### src/rtl/eka_pkg.sv
// Shared definitions for the Eka core: data width, RV32M funct3 codes and the
// muldiv_unit state encoding.
package eka_pkg;

    localparam int unsigned XLEN = 32;

    localparam logic [2:0] F3_MUL    = 3'b000;
    localparam logic [2:0] F3_MULH   = 3'b001;
    localparam logic [2:0] F3_MULHSU = 3'b010;
    localparam logic [2:0] F3_MULHU  = 3'b011;
    localparam logic [2:0] F3_DIV    = 3'b100;
    localparam logic [2:0] F3_DIVU   = 3'b101;
    localparam logic [2:0] F3_REM    = 3'b110;
    localparam logic [2:0] F3_REMU   = 3'b111;

    typedef enum logic [1:0] {
        StIdle = 2'd0,
        StCalc = 2'd1,
        StFix  = 2'd2,
        StDone = 2'd3
    } state_e;

endpackage

### src/rtl/divide_step.sv
// One restoring-division step: shift the next dividend bit into the partial
// remainder and subtract the divisor when it fits.
module divide_step
    import eka_pkg::*;
(
    input  logic [XLEN-1:0] rem_i,
    input  logic [XLEN-1:0] divisor_i,
    input  logic            dividend_bit_i,
    output logic [XLEN-1:0] rem_o,
    output logic            q_bit_o
);

    logic [XLEN+1:0] diff;

    always_comb begin
        diff    = {1'b0, rem_i, dividend_bit_i} - {2'b00, divisor_i};
        q_bit_o = ~diff[XLEN+1];
        rem_o   = q_bit_o ? diff[XLEN-1:0] : {rem_i[XLEN-2:0], dividend_bit_i};
    end

endmodule

### src/rtl/muldiv_unit.sv
// Iterative RV32M multiply/divide unit: 32-step shift-add multiply and restoring divide.
// Define MULDIV_DIV_EN to include the divider; otherwise divide ops return 0.
module muldiv_unit #(
    parameter int unsigned XLEN = eka_pkg::XLEN
) (
    input  logic            clk,
    input  logic            rst_n,
    input  logic            start_valid,
    output logic            start_ready,
    input  logic [2:0]      funct3,
    input  logic [XLEN-1:0] rs1_data,
    input  logic [XLEN-1:0] rs2_data,
    input  logic [4:0]      rd_addr,
    input  logic            kill,
    output logic            busy,
    output logic            wb_valid,
    output logic [4:0]      wb_addr,
    output logic [XLEN-1:0] wb_data
);
    import eka_pkg::*;

    state_e              state_q, state_d;
    logic [4:0]          count_q, count_d;
    logic [2:0]          op_q, op_d;
    logic [4:0]          rd_q, rd_d;
    logic [XLEN-1:0]     mag_a_q, mag_a_d, mag_b_q, mag_b_d;
    logic                neg_q, neg_d;
    logic                special_q, special_d;
    logic [2*XLEN-1:0]   acc_q, acc_d;
    logic [4:0]          wb_addr_q, wb_addr_d;
    logic [XLEN-1:0]     wb_data_q, wb_data_d;

    logic                accept, a_signed, b_signed, sign_a, sign_b, special_in;
    logic [XLEN-1:0]     abs_a, abs_b, special_res, mul_res, fix_result;
    logic [XLEN:0]       mul_sum;
    logic [2*XLEN-1:0]   mul_next, prod_fixed, step_next;

    assign start_ready = (state_q == StIdle) && rst_n && !kill;
    assign accept      = start_valid && start_ready;
    assign busy        = (state_q != StIdle);
    assign wb_valid    = (state_q == StDone) && !kill;
    assign wb_addr     = wb_addr_q;
    assign wb_data     = wb_data_q;

    always_comb begin
        a_signed = funct3 inside {F3_MUL, F3_MULH, F3_MULHSU, F3_DIV, F3_REM};
        b_signed = funct3 inside {F3_MUL, F3_MULH, F3_DIV, F3_REM};
        sign_a   = a_signed && rs1_data[XLEN-1];
        sign_b   = b_signed && rs2_data[XLEN-1];
        abs_a    = sign_a ? -rs1_data : rs1_data;
        abs_b    = sign_b ? -rs2_data : rs2_data;
    end

    // Multiply: accumulate into the high half, shift the multiplier out of the low half.
    always_comb begin
        mul_sum    = {1'b0, acc_q[2*XLEN-1:XLEN]} + (acc_q[0] ? {1'b0, mag_a_q} : '0);
        mul_next   = {mul_sum, acc_q[XLEN-1:1]};
        prod_fixed = neg_q ? -acc_q : acc_q;
        mul_res    = (op_q == F3_MUL) ? prod_fixed[XLEN-1:0] : prod_fixed[2*XLEN-1:XLEN];
    end

`ifdef MULDIV_DIV_EN
    logic            div_zero, div_ovf, q_bit;
    logic [XLEN-1:0] rem_next, div_sel, div_res;

    divide_step u_divide_step (
        .rem_i          (acc_q[2*XLEN-1:XLEN]),
        .divisor_i      (mag_b_q),
        .dividend_bit_i (acc_q[XLEN-1]),
        .rem_o          (rem_next),
        .q_bit_o        (q_bit)
    );

    always_comb begin
        div_zero    = (rs2_data == '0);
        div_ovf     = (funct3 == F3_DIV || funct3 == F3_REM) &&
                      (rs1_data == {1'b1, {(XLEN-1){1'b0}}}) && (rs2_data == '1);
        special_in  = funct3[2] && (div_zero || div_ovf);
        if (funct3[1]) begin
            special_res = div_zero ? rs1_data : '0;
        end else begin
            special_res = div_zero ? '1 : {1'b1, {(XLEN-1){1'b0}}};
        end
        // Low half holds the dividend shifting out and the quotient shifting in.
        step_next  = op_q[2] ? {rem_next, acc_q[XLEN-2:0], q_bit} : mul_next;
        div_sel    = op_q[1] ? acc_q[2*XLEN-1:XLEN] : acc_q[XLEN-1:0];
        div_res    = neg_q ? -div_sel : div_sel;
        fix_result = special_q ? acc_q[XLEN-1:0] : (op_q[2] ? div_res : mul_res);
    end
`else
    always_comb begin
        special_in  = funct3[2];
        special_res = '0;
        step_next   = mul_next;
        fix_result  = special_q ? acc_q[XLEN-1:0] : mul_res;
    end
`endif

    always_comb begin
        state_d   = state_q;
        count_d   = count_q;
        op_d      = op_q;
        rd_d      = rd_q;
        mag_a_d   = mag_a_q;
        mag_b_d   = mag_b_q;
        neg_d     = neg_q;
        special_d = special_q;
        acc_d     = acc_q;
        wb_addr_d = wb_addr_q;
        wb_data_d = wb_data_q;
        unique case (state_q)
            StIdle: begin
                if (accept) begin
                    op_d      = funct3;
                    rd_d      = rd_addr;
                    mag_a_d   = abs_a;
                    mag_b_d   = abs_b;
                    neg_d     = (funct3 == F3_REM || funct3 == F3_REMU) ? sign_a
                                                                        : (sign_a ^ sign_b);
                    special_d = special_in;
                    count_d   = '0;
                    if (special_in) begin
                        acc_d   = {{XLEN{1'b0}}, special_res};
                        state_d = StFix;
                    end else begin
                        acc_d   = {{XLEN{1'b0}}, funct3[2] ? abs_a : abs_b};
                        state_d = StCalc;
                    end
                end
            end
            StCalc: begin
                acc_d   = step_next;
                count_d = count_q + 5'd1;
                if (count_q == 5'd31) begin
                    state_d = StFix;
                end
            end
            StFix: begin
                if (!kill) begin
                    wb_data_d = fix_result;
                    wb_addr_d = rd_q;
                end
                state_d = StDone;
            end
            StDone:  state_d = StIdle;
            default: state_d = StIdle;
        endcase
        if (kill && state_q != StIdle) begin
            state_d = StIdle;
        end
    end

    always_ff @(posedge clk) begin
        if (!rst_n) begin
            state_q   <= StIdle;
            count_q   <= '0;
            op_q      <= '0;
            rd_q      <= '0;
            mag_a_q   <= '0;
            mag_b_q   <= '0;
            neg_q     <= 1'b0;
            special_q <= 1'b0;
            acc_q     <= '0;
            wb_addr_q <= '0;
            wb_data_q <= '0;
        end else begin
            state_q   <= state_d;
            count_q   <= count_d;
            op_q      <= op_d;
            rd_q      <= rd_d;
            mag_a_q   <= mag_a_d;
            mag_b_q   <= mag_b_d;
            neg_q     <= neg_d;
            special_q <= special_d;
            acc_q     <= acc_d;
            wb_addr_q <= wb_addr_d;
            wb_data_q <= wb_data_d;
        end
    end

endmodule

### config.mk
export PLATFORM = sky130hd
export DESIGN_NAME = muldiv_unit
export DESIGN_NICKNAME = d
export VERILOG_FILES = /design/src/rtl/eka_pkg.sv /design/src/rtl/divide_step.sv /design/src/rtl/muldiv_unit.sv
export SDC_FILE = /design/constraint.sdc
export NUM_CORES = 1
export LEC_CHECK = 0
export CAP_MARGIN = 5
export CORE_ASPECT_RATIO = 1.5
export CORE_MARGIN = 1.5
export CORE_UTILIZATION = 51
export CTS_CLUSTER_DIAMETER = 40
export CTS_CLUSTER_SIZE = 10
export DETAILED_ROUTE_END_ITERATION = 10
export PLACE_DENSITY = 0.75
export SYNTH_ARGS = -nofsm -noshare
export SYNTH_HDL_FRONTEND = slang
export SYNTH_SLANG_ARGS = --single-unit
### constraint.sdc
create_clock -name clk -period 2.8 [get_ports clk]
set_input_delay 0.7 -clock clk [delete_from_list [all_inputs] [get_ports clk]]
set_output_delay 0.7 -clock clk [all_outputs]
set_load 0.03 [all_outputs]
======== Word-level counts from Yosys, hierarchy flattened ========
Cells that the tools add are included.
word-level totals
  word-level logic and storage cells ...... 66
  bits of input ports ..................... 76
  bits in registers ....................... 150
  output and inout bits ................... 40
cells by class
  muxes and demuxes ....................... 16
  bitwise logic cells ..................... 3
  eq/ne operators ......................... 11
  reductions and logical operators ........ 21
  $add $sub $neg .......................... 5
operators by type and width
  cell                                            number
  2-to-1 mux 32 bit                               6
  2-to-1 mux 64 bit                               2
  one-hot mux 64 bit (2 select lines)             1
  negation 32 bit                                 2
  negation 64 bit                                 1
  adder 32 x 32 -> 33 bit                         1
  one-hot mux 5 bit (2 select lines)              1
  == test 3 bit (second input constant)           3
  one-hot mux 2 bit (4 select lines)              1
  AND reduction 2 bit                             4
  logical AND 1 bit                               7
  zero test 3 bit                                 2
  2-to-1 mux 2 bit                                3
  adder 5 x 1 -> 5 bit (second input constant)    1
  == test 5 bit (second input constant)           1
  2-to-1 mux 5 bit                                1
  nonzero test 5 bit                              1
  == test 2 bit (second input constant)           2
  != test 2 bit (second input constant)           2
  nonzero test 2 bit                              2
  nonzero test 4 bit                              1
  == test 3 x 1 -> 1 bit (second input constant)  1
  == test 3 x 2 -> 1 bit (second input constant)  1
  == test 2 x 1 -> 1 bit (second input constant)  1
  7 further kinds                                 8

======== Logic depth before layout (Yosys ltp) ========
  depth in word-level cells ............... 7
  gate-level depth with buffers ........... 13
  mapped depth without buffers ............ 11

======== Least setup slack after synthesis ========
Ideal clock, no wire load.
  path kind ............................... flip-flop to flip-flop
  from .................................... register acc_q[0]
  to ...................................... register acc_q[59]
  setup slack ............................. -0.245 ns
  library setup time ...................... 0.126 ns
  cell stages (with the launch flop) ...... 14
  data arrival time ....................... 2.920 ns
  buffers on the path ..................... 2
  clock period less this slack ............ 3.045 ns
  cell sequence ........................... dfxtp_1 -> clkbuf_1 -> clkbuf_1 -> and2_1 -> ha_1 -> inv_1 -> fa_1 -> nor2b_1 -> o31ai_1 -> a211oi_1 -> o211ai_1 -> o31ai_1 -> o31a_1 -> o21ai_0
on the way
  longest elaborated chain between the ends .. 3
RTL lines
  element                              RTL line            source
  start: declaration                   muldiv_unit.sv:29   logic [2*XLEN-1:0] acc_q, acc_d;
  start signal: assignment             muldiv_unit.sv:163  acc_q <= '0;
  start signal: assignment             muldiv_unit.sv:175  acc_q <= acc_d;
  2-to-1 mux 32 bit                    muldiv_unit.sv:56   mul_sum = {1'b0, acc_q[2*XLEN-1:XLEN]} + (acc_q[0] ? {1'b0, mag_a_q} : '0);
  adder 32 x 32 -> 33 bit              muldiv_unit.sv:56
  one-hot mux 64 bit (2 select lines)  muldiv_unit.sv:111  unique case (state_q)
Every way passes these cells.
A chain may end at the register's enable or synchronous reset.

======== Worst setup path after layout ========
  from .................................... input rs2_data[9]
  to ...................................... register acc_q[27]
on the way
  longest elaborated chain between the ends .. 5
RTL lines
  element                              RTL line            source
  start: declaration                   muldiv_unit.sv:12   input logic [XLEN-1:0] rs2_data,
  negation 32 bit                      muldiv_unit.sv:51   abs_b = sign_b ? -rs2_data : rs2_data;
  2-to-1 mux 32 bit                    muldiv_unit.sv:51
  2-to-1 mux 32 bit                    muldiv_unit.sv:122  if (special_in) begin
  2-to-1 mux 64 bit                    muldiv_unit.sv:113  if (accept) begin
  one-hot mux 64 bit (2 select lines)  muldiv_unit.sv:111
Every way passes these cells. The select of a mux whose other input is x is not followed.

==> qor.yml <==
drive_gt1_share_pct: 22.7
arrival_ps: 3160
run_status: "finished with violations"
synth_top_family_by_area: "compound AO/OA/AOI/OAI gates"
via_per_inst: 6.34
fmax_mhz: 353
postCtsHoldBufs: 0
drv_slew: 0
drcViolationCount: 0
crit_end: "acc_q[27]"
synth_top_area_share_pct: 26.3
fin_util_pct: 72.6
vdd.ir_drop.worst_uv: 481
vias: 13600
maxSlewHeadroom_pct: 34.8
fin_ws_ps: -35.7
crit_path_start_kind: "input port"
ys_top_cells_by_count: "nand2_1, o21ai_0, dfxtp_1, clkbuf_1, nor2_1"
ys_warn_count: 0
synth_seq_cells: 149
ys_top_cells_by_area: "dfxtp_1, o21ai_0, nand2_1"
rows: 66
grt_start_max_net_pins: 46
root_buffer: "clkbuf_16"
ys_types: 83
grt_pass1_vias: 13400
holdWs_ps: 437
overflow: 0
yosys.area_share.simple_pct: 27.7
syn_to_final_growth_pct: 39.1
synth_compound_area_share_pct: 27.8
syn-instance-count: 1538
multi_input_area_sq_mm: 0.00825
cts.sinks: 149
yosysTopAreaCell: "dfxtp_1"
clock_path_buffers: 2
r2r_slack_ps: 0
path_cells: "clkdlybuf4s50_1 -> or3_4 -> or4_4 -> nor4_4 -> buf_4 -> a31oi_1 -> xor2_1 -> a221oi_1 -> nor2_1"
dr_wl_met2_microns: 23700
final_nets: 1980
slowest_stage: "or4_4"
routed_wl_microns: 46300
place_hpwl_microns: 35700
fin_crit_sh_pct: 101
skew_ps: 14.2
clk_pin_slew_ps: 60
fp.dieH_microns: 186
ys_dominant_reg_cell: "dfxtp_1"
topRoutingLayerUsed: "met4"
r2r_end: "wb_data[11]"
met1_length_microns: 15800
slowest_delay_ps: 530
fin_crit_ps: 2840
syn_avg_cell_area_sq_um: 7.37
io_pins: 116
antenna_cells: 0
cts_tree: "done"
cts_inserted_buffers: 17
rsz0062_at_grt: "true"
dr.pass1.iters: 6
post_synth_xor_area_fraction_pct: 7.57
h-tree-depth: 4
initial_utilization_pct: 52.2
synthAdderAreaFrac_pct: 4.70
hold_viol_final: 0
synth_edf_count: 0
cp-startpoint: "rs2_data[9]"
r2r_cells: 8
final-setup-viol-count: 2
muxShareOfSynthArea_pct: 1.08
clk_latency_ps: 460
port_buffers: 115
worstHoldPathType: "reg2reg"
p_leak_uw: 0.00647
ff_latch_area_sq_mm: 0.00299
antenna_found_initial: 0
worstHoldStart: "wb_data[18]"
dr_wl_met3_microns: 2880
syn_area_sq_mm: 0.0113
ys_seq_area_share_pct: 26.3
die-area_sq_mm: 0.0232
cp_max_fo: 7
pre_cts_ws_ps: -568
wl_per_cell_microns: 21.6
violations: "setup timing"
cp-end-kind: "flip-flop"
async_flop_share_pct: 0
core-area_sq_mm: 0.0217
postRouteAntennaNets: 0
maxCapViolations: 0
p_per_area_mw_per_mm2: 550
fp.dieW_microns: 125
criticalPathCategory: "in2reg"
yosysMostFrequentCell: "nand2_1"
drt-initial-drc-count: 1136
finalPower_uw: 8680
fillCellCount: 1726
gp_congestion: 1.05
worst_pin_slew_ps: 977
synth_nets: 1656
gr-usage-all-layers_pct: 39.4
r2r-start: "acc_q[9]"
grt_pass1_wl_microns: 71100
crit_required_ps: 3130
==> worst min path at each step <==
stage	slack (ps)	end	cells past startpoint
3_3_place_gp	430	wb_data[18]	2
5_1_grt	460	wb_data[18]	2
4_1_cts	440	wb_data[18]	2
3_5_place_dp	430	wb_data[18]	2
6_report	440	wb_data[18]	2
2_1_floorplan	440	mag_a_q[10]	2
==> layout make-up <==
| type | instances | share of cell area, % |
|---|---|---|
| clock buffer | 17 | 2.70 |
| tap | 272 | 2.16 |
| sequential | 149 | 19.0 |
| multi-input combinational | 1247 | 52.3 |
| inverter | 28 | 0.666 |
| timing repair buffer | 419 | 22.3 |
| clock inverter | 14 | 0.928 |
==> state kept, by name, summed over array words and instances, names as in the netlist <==
register	cells
rd_q	5
op_q	3
count_q	5
acc_q	64
state_q	2
wb_addr	5
mag_a_q	32
neg_q	1
wb_data	32
==> timing repair <==
item | in CTS | in global routing
pin swaps | 15 | 22
resized for setup | 44 | 59
endpoints found under the setup margin | 37 | 58
buffers inserted | 5 | 4
==> metal layers <==
layer	vias to the layer above	GRT usage [%]
met5	-	0
met4	0	30.2
met3	238	6.87
met2	677	73.6
met1	6344	38.7
li1	6343	-
==> logic make-up (layout without fill, tap and decap cells) <==
family / Yosys count / in the layout
muxes: 12 / 12
adders and majority gates: 42 / 42
DFF: 149 / 149
buffers and inverters: 142 / 478
and+or+nand+nor: 614 / 614
xor gates and xnor gates: 98 / 98
AOI/OAI and AO/OA: 481 / 481
==> per-stage QoR <==
| stage | setup TNS [ps] | area [sq um] | std cells |
|---|---|---|---|
| floorplan | -137 | 11400 | 1538 |
| CTS | -42.7 | 15500 | 2142 |
| global route | -339 | 15800 | 2146 |
| detailed placement | -15350 | 14700 | 2106 |
| global placement | -12610 | 14700 | 2106 |
| finish | -38.0 | 15800 | 2146 |
==> worst max-delay path: cells and delay by family <==
kind,cells,cell delay [ps]
buffers and inverters,2,610
and+or+nand+nor,4,1250
xor gates and xnor gates,1,170
AOI/OAI and AO/OA,2,430
==> where the power goes <==
part	internal (uW)	total [uW]	switching [uW]
clock network	1240	2300	1050
logic	1640	3950	2310
registers	2310	2430	122
total	5200	8680	3480
==> cell usage in the layout, fill, tap and decap left out, types with 13 or more instances in the layout <==
| master | instances |
|---|---|
| a21boi_0 | 23 |
| a21oi_1 | 87 |
| a222oi_1 | 15 |
| a22oi_1 | 13 |
| a31oi_1 | 23 |
| and2_1 | 40 |
| and3_1 | 13 |
| buf_4 | 295 |
| clkbuf_16 | 17 |
| clkdlybuf4s50_1 | 101 |
| dfxtp_1 | 146 |
| ha_1 | 39 |
| inv_1 | 28 |
| nand2_1 | 173 |
| nand3_1 | 63 |
| nand4_1 | 20 |
| nor2_1 | 104 |
| nor2b_1 | 32 |
| nor3_1 | 34 |
| nor4_1 | 21 |
| o211ai_1 | 15 |
| o21ai_0 | 140 |
| o31ai_1 | 26 |
| or3_1 | 24 |
| or4_1 | 13 |
| xnor2_1 | 50 |
| xor2_1 | 48 |
No activity file was read; power rests on OpenSTA's default activity.
